===== config.mk =====
export PLATFORM = sky130hd
export DESIGN_NAME = mux_16b3_flat
export DESIGN_NICKNAME = d
export VERILOG_FILES = /design/src/rtl/mux_16b3_if.sv /design/src/rtl/mux_16b3.sv /design/src/flat_wrapper.sv
export SDC_FILE = /design/constraint.sdc
export NUM_CORES = 1
export LEC_CHECK = 0
export BUFFER_PORTS_ARGS = -buffer_cell sky130_fd_sc_hd__buf_2
export CORE_MARGIN = 8
export CORE_UTILIZATION = 38
export DETAILED_ROUTE_END_ITERATION = 10
export GPL_TIMING_DRIVEN = 0
export PLACE_DENSITY = 0.79
export SETUP_SLACK_MARGIN = 0.5
export SYNTH_ARGS = -nofsm -noshare
export SYNTH_HDL_FRONTEND = slang
export SYNTH_SLANG_ARGS = --single-unit

===== constraint.sdc =====
create_clock -name clk -period 0.8 [get_ports clk]
set_input_delay 0.16 -clock clk [delete_from_list [all_inputs] [get_ports clk]]
set_output_delay 0.16 -clock clk [all_outputs]
set_load 0.02 [all_outputs]

===== src/rtl/mux_16b3_if.sv =====
// Operand-mux bus: three data inputs, select code, registered result and status.
// With MUX16B3_SEL_ERR_EN defined the bus also carries the sticky sel_err flag.
interface mux_16b3_if #(
    parameter int WIDTH = 16
);
    logic [WIDTH-1:0] in0;
    logic [WIDTH-1:0] in1;
    logic [WIDTH-1:0] in2;
    logic [1:0]       set;
    logic [WIDTH-1:0] out;
    logic             out_valid;
`ifdef MUX16B3_SEL_ERR_EN
    logic             sel_err;
`endif

    modport master (
        output in0, in1, in2, set,
        input  out, out_valid
`ifdef MUX16B3_SEL_ERR_EN
        , input sel_err
`endif
    );

    modport slave (
        input  in0, in1, in2, set,
        output out, out_valid
`ifdef MUX16B3_SEL_ERR_EN
        , output sel_err
`endif
    );
endinterface


===== src/rtl/mux_16b3.sv =====
// Registered 3-way operand selector with hold code (set=3), single-cycle latency.
// Optional feature macro MUX16B3_SEL_ERR_EN adds a sticky sel_err flag for set=3.
module mux_16b3 #(
    parameter int               WIDTH     = 16,
    parameter logic [WIDTH-1:0] RESET_VAL = {WIDTH{1'b0}}
) (
    input  logic       clk,
    input  logic       rst_n,
    mux_16b3_if.slave  bus
);

    logic [WIDTH-1:0] next_data_s;
    logic             load_s;
    logic [WIDTH-1:0] out_r;
    logic             out_valid_r;

    // Select decode; code 3 and any unknown select fall through to hold.
    always_comb begin
        next_data_s = out_r;
        load_s      = 1'b0;
        case (bus.set)
            2'd0: begin
                next_data_s = bus.in0;
                load_s      = 1'b1;
            end
            2'd1: begin
                next_data_s = bus.in1;
                load_s      = 1'b1;
            end
            2'd2: begin
                next_data_s = bus.in2;
                load_s      = 1'b1;
            end
            default: begin
                next_data_s = out_r;
                load_s      = 1'b0;
            end
        endcase
    end

    // Output data and validity registers.
    always_ff @(posedge clk or negedge rst_n) begin
        if (!rst_n) begin
            out_r       <= RESET_VAL;
            out_valid_r <= 1'b0;
        end else if (load_s) begin
            out_r       <= next_data_s;
            out_valid_r <= 1'b1;
        end else begin
            out_r       <= out_r;
            out_valid_r <= out_valid_r;
        end
    end

    assign bus.out       = out_r;
    assign bus.out_valid = out_valid_r;

`ifdef MUX16B3_SEL_ERR_EN
    logic sel_err_r;
    logic hold_code_s;

    assign hold_code_s = (bus.set == 2'd3);

    // Sticky flag: once a hold code is seen it stays set until reset.
    always_ff @(posedge clk or negedge rst_n) begin
        if (!rst_n) begin
            sel_err_r <= 1'b0;
        end else if (hold_code_s) begin
            sel_err_r <= 1'b1;
        end else begin
            sel_err_r <= sel_err_r;
        end
    end

    assign bus.sel_err = sel_err_r;
`endif

endmodule


===== src/flat_wrapper.sv =====
// flat-port wrapper written by rule: the top's interface ports become plain ports
module mux_16b3_flat 
#(
    parameter int               WIDTH     = 16,
    parameter logic [WIDTH-1:0] RESET_VAL = {WIDTH{1'b0}}
)
  (clk, rst_n, bus_in0, bus_in1, bus_in2, bus_set, bus_out, bus_out_valid);
  mux_16b3_if #(.WIDTH(WIDTH)) bus_i ();
  input  logic clk;
  input  logic rst_n;
  input wire logic [$bits(bus_i.in0)-1:0] bus_in0;
  input wire logic [$bits(bus_i.in1)-1:0] bus_in1;
  input wire logic [$bits(bus_i.in2)-1:0] bus_in2;
  input wire logic [$bits(bus_i.set)-1:0] bus_set;
  output wire logic [$bits(bus_i.out)-1:0] bus_out;
  output wire logic [$bits(bus_i.out_valid)-1:0] bus_out_valid;
  assign bus_i.in0 = bus_in0;
  assign bus_i.in1 = bus_in1;
  assign bus_i.in2 = bus_in2;
  assign bus_i.set = bus_set;
  assign bus_out = bus_i.out;
  assign bus_out_valid = bus_i.out_valid;
  mux_16b3 #(.WIDTH(WIDTH), .RESET_VAL(RESET_VAL)) u_core (.clk(clk), .rst_n(rst_n), .bus(bus_i));
endmodule

After elaboration in Yosys (flattened, before gate mapping):

Index checks and enable logic that the tools add are counted.

* logic and storage cells: 10
* bits of input ports: 52
* flip-flop bits (word level): 17
* output and inout port bits: 17

* reductions and logical operators: 4
* eq/ne operators: 2
* muxes and demuxes: 2

Operators with widths (count)
* $pmux W16 S3: 1
* $reduce_bool A3 Y1: 1
* $reduce_or A3 Y1: 1
* $eq A2 B1 Y1 const B: 1
* $eq A2 B2 Y1 const B: 1
* $logic_not A2 Y1: 1
* $reduce_and A2 Y1: 1
* $mux W1: 1

Longest topological paths before layout:

* depth in word-level cells: 4
* depth in mapped cells: 6
* depth with buffers taken out: 4

Worst setup path before layout:

OpenSTA, ideal clock, no wires.

* kind: input to register
* start point: in bus_set[0]
* end point: reg u_core.out_r[10], in the netlist u_core.bus.out[10]
* path slack: -291 ps
* arrival time: 962 ps
* library setup time: 129 ps
* data required time: 671 ps
* stages on the path: 5
* cell sequence: inv_1 -> ha_1 -> buf_4 -> a221oi_1 -> o31ai_1

* word-level cells in the longest chain between the ends: 4
* elaborated cells between the ends (all ways): 8

RTL lines
* start, declared: RTL line flat_wrapper.sv:14 `input wire logic [$bits(bus_i.set)-1:0] bus_set;`
* $eq A2 B1 Y1 (tied with other cells): RTL line mux_16b3.sv:21 `case (bus.set)`
* $reduce_or A3 Y1 (no line)
* $mux W1: RTL line mux_16b3.sv:21
* $reduce_and A2 Y1 (no line)
* end signal, assigned: RTL line mux_16b3.sv:47 `out_r <= next_data_s;`
* end signal, assigned: RTL line mux_16b3.sv:50 `out_r <= out_r;`
* end, declared: RTL line mux_16b3.sv:14 `logic [WIDTH-1:0] out_r;`

Several ways; a longest one is shown, not always the timed one.
A chain may end at the register's enable or synchronous reset.

Worst setup path in the final report:

* start point: reg u_core.out_r[10], in the netlist u_core.bus.out[10]
* end point: out bus_out[10]

RTL lines
* end, declared: RTL line flat_wrapper.sv:15 `output wire logic [$bits(bus_i.out)-1:0] bus_out;`

No word-level cell between the ends.

==> results by group <==
Cells and area
  • Fin util: 0.801
  • Antenna cells: 0
  • Commonest non-fill, non-tap cell in the layout: buf_2
  • Final instance area: 2230 µm²
  • Most frequent cells in the layout: buf_2 (50), buf_6 (25), nand2_1 (15), a221oi_4 (11), o31ai_2 (11)
  • Final net count: 246
  • Area Growth Syn to Fin: 100%
  • Share of cells above drive strength 1: 0.789

STA
  • Worst Clk Skew: 0 ns
  • Hold Vio Cnt, Final: 17
  • Hold Slack: -0.219 ns
  • Ratio of final minimum period to clock period: 1.27
  • Slew @ Worst Pin: 0.400 ns
  • Post-layout minimum cycle time: 1.01 ns
  • Max-slew violations: 0
  • Fmax: 986 MHz
  • RSZ-0062 raised after global routing: yes
  • Post-route setup slack: -0.214 ns
  • Setup Viol. Count Final: 33
  • Slew Limit Headroom: 0.734

Setup path
  • Buffer and inverter count on the worst path: 1
  • FF-to-FF path depth: 4
  • Nature of the critical path endpoint: primary output
  • Reg2reg start: u_core.bus.out[5]
  • Worst Path Class, Setup: flip-flop to primary output
  • RR Endpoint: u_core.bus.out[5]
  • CP peak stage delay: 0.43 ns
  • Worst-path fanout max: 2
  • Critical Path, Cell by Cell: buf_6
  • Worst path arrival time: 0.85 ns
  • Crit-path leading delay family: flip-flops
  • Slowest stage cell, crit path: dfrtp_2
  • Startpoint types: flip-flop
  • Reg2reg setup slack: -0.06 ns
  • CP required: 0.64 ns

GRT
  • Global-route usage over all layers: 0.163
  • GR Overflow Total: 0
  • Largest net degree at the start of global routing: 18
  • Vias in the first global route: 1408
  • First-pass GRT wire length: 6600 µm
  • Number of antenna violations at the first check in global routing: 0

Pwr
  • Combinational power share: 0.513
  • Pwr per Cell Area: 1430 nW/µm²
  • Maximum VDD drop: 0.00119 V
  • Static leakage: 0.000996 µW
  • Switching share of power: 0.342
  • Sequential power share: 0.340
  • Clock share of power: 0.148
  • Psw: 1090 µW
  • Internal: 2100 µW

Logic synthesis
  • Mapped Cells: 99
  • Seq/Total Area, Yosys: 0.382
  • Mapped Area: 1110 µm²
  • Warning count from the yosys run: 0
  • Yosys reg bits: 17
  • Mean Syn Cell Area: 11.2 µm²
  • Syn_nets: 154
  • Yosys cell types: 17

Route
  • Wire per inst: 19.2 µm
  • DR vias/cell: 5.33
  • ANT nets after route: 0
  • Vias post-DR: 1178
  • # DRC: 0
  • Drt pass-1 iters: 4
  • Routed wire length: 4250 µm
  • DR iter-0 viols: 44

Clock network
  • Bufs on Longest Clock Path: 2
  • Clk sink count: 17
  • Clk root buf: clkbuf_4
  • Num CTS Buffers: 3
  • Clk pin slew, worst setup/hold paths: 0.11 ns
  • CTS tree: done
  • H-tree depth: 1
  • Clock Latency Late Sink: 0.29 ns

Min path
  • HP Class: primary input to asynchronous set/reset pin

Floorplanning
  • Core ar.: 2780 µm²
  • Io pins: 69
  • Die Ht: 70.1 µm
  • Chip Width: 70.1 µm
  • Starting Density: 0.400
  • Row count: 19
  • Die area: 4920 µm²

Job
  • Max_cap viols: 0

Placement
  • GPL Wtd Cong: 0.707
  • Post-DP HPWL: 2750 µm
  • Pre-CTS setup slack: -0.507 ns
  • Area of placed instances: 1560 µm²
  • Port Buf Inserts: 68

Run status
  • Outcome: finished, violations left
  • Failing checks: negative hold slack, negative setup slack
[sequential cells by signal, summed over array words and instances (netlist names)]
name and flops:
u_core.bus.out 16, u_core.bus.out_valid 1
[logic make-up after synthesis]
family	Yosys count	synth area share
DFF	17	0.382
AOI/OAI and AO/OA	32	0.335
and+or+nand+nor	33	0.151
buffers and inverters	14	0.0989
adders and majority gates	3	0.0337
[power by group through the flow]
| stage | Sequential [µW] | Clock [µW] | Combinational [µW] |
|---|---|---|---|
| finish | 1080 | 471 | 1630 |
| global route | 1090 | 538 | 1730 |
| CTS | 1080 | 493 | 1450 |
| detailed placement | 1060 | 0 | 970 |
| global placement | 1060 | 0 | 939 |
| floorplan | 1210 | 0 | 438 |
[repair_timing]
action	4_1_cts	5_1_grt
gates resized for setup	77	16
hold endpoints to repair	17	17
pin swaps	13	10
cloned	5	0
setup endpoints to repair	34	34
setup buffers	6	8
[synth_stat cells]
cell / n / area (µm²)
a211oi_2: 1 / 12.5
a221oi_1: 6 / 52.6
a221oi_2: 10 / 150
buf_12: 1 / 20.0
buf_2: 3 / 15.0
buf_4: 2 / 15.0
buf_6: 4 / 45.0
clkbuf_1: 1 / 3.75
dfrtp_1: 17 / 425
ha_1: 3 / 37.5
inv_1: 3 / 11.3
nand2_1: 16 / 60.1
nand2b_1: 1 / 6.26
nor2b_1: 15 / 93.8
nor3b_1: 1 / 7.51
o31ai_1: 6 / 45.0
o31ai_2: 9 / 113
[through the flow]
step                power (µW)  setup TNS, ns  std cells  hold WS (ns)
floorplan                 1650          -2.84         99        -0.136
global placement          2000          -6.78        198         0.103
detailed placement        2030          -7.40        198         0.112
CTS                       3030          -4.79        213        -0.216
global route              3360          -5.72        221        -0.215
finish                    3190          -4.86        221        -0.219
[area by class of cell]
cell class / count / area [µm²]
fillers: 156 / 553
repair buffers: 87 / 732
multi-input cells: 68 / 830
flip-flops and latches: 17 / 434
well taps: 31 / 38.8
clock inverters: 1 / 5.00
clock buffers: 3 / 22.5
inverters: 3 / 18.8
plain buffers: 11 / 148
[how the worst max path moves through the flow]
| stage | from | end | slack [ns] | cells past startpoint |
|---|---|---|---|---|
| 6_report | u_core.bus.out[10] | bus_out[10] | -0.21 | 1 |
| 3_5_place_dp | bus_set[0] | u_core.bus.out[9] | -0.51 | 6 |
| 4_1_cts | u_core.bus.out[9] | bus_out[9] | -0.23 | 1 |
| 5_1_grt | u_core.bus.out[7] | bus_out[7] | -0.25 | 1 |
| 3_3_place_gp | bus_set[0] | u_core.bus.out[1] | -0.45 | 7 |
| 2_1_floorplan | bus_set[0] | u_core.bus.out[1] | -0.20 | 6 |
[per-layer routing]
metal,vias up,global-route usage,wire (µm)
met3,8,0.0537,265
met4,0,0.0424,92
met1,565,0.162,1540
met5,-,0,0
li1,555,-,-
met2,50,0.311,2350
Power figures use the tool's default switching activity.
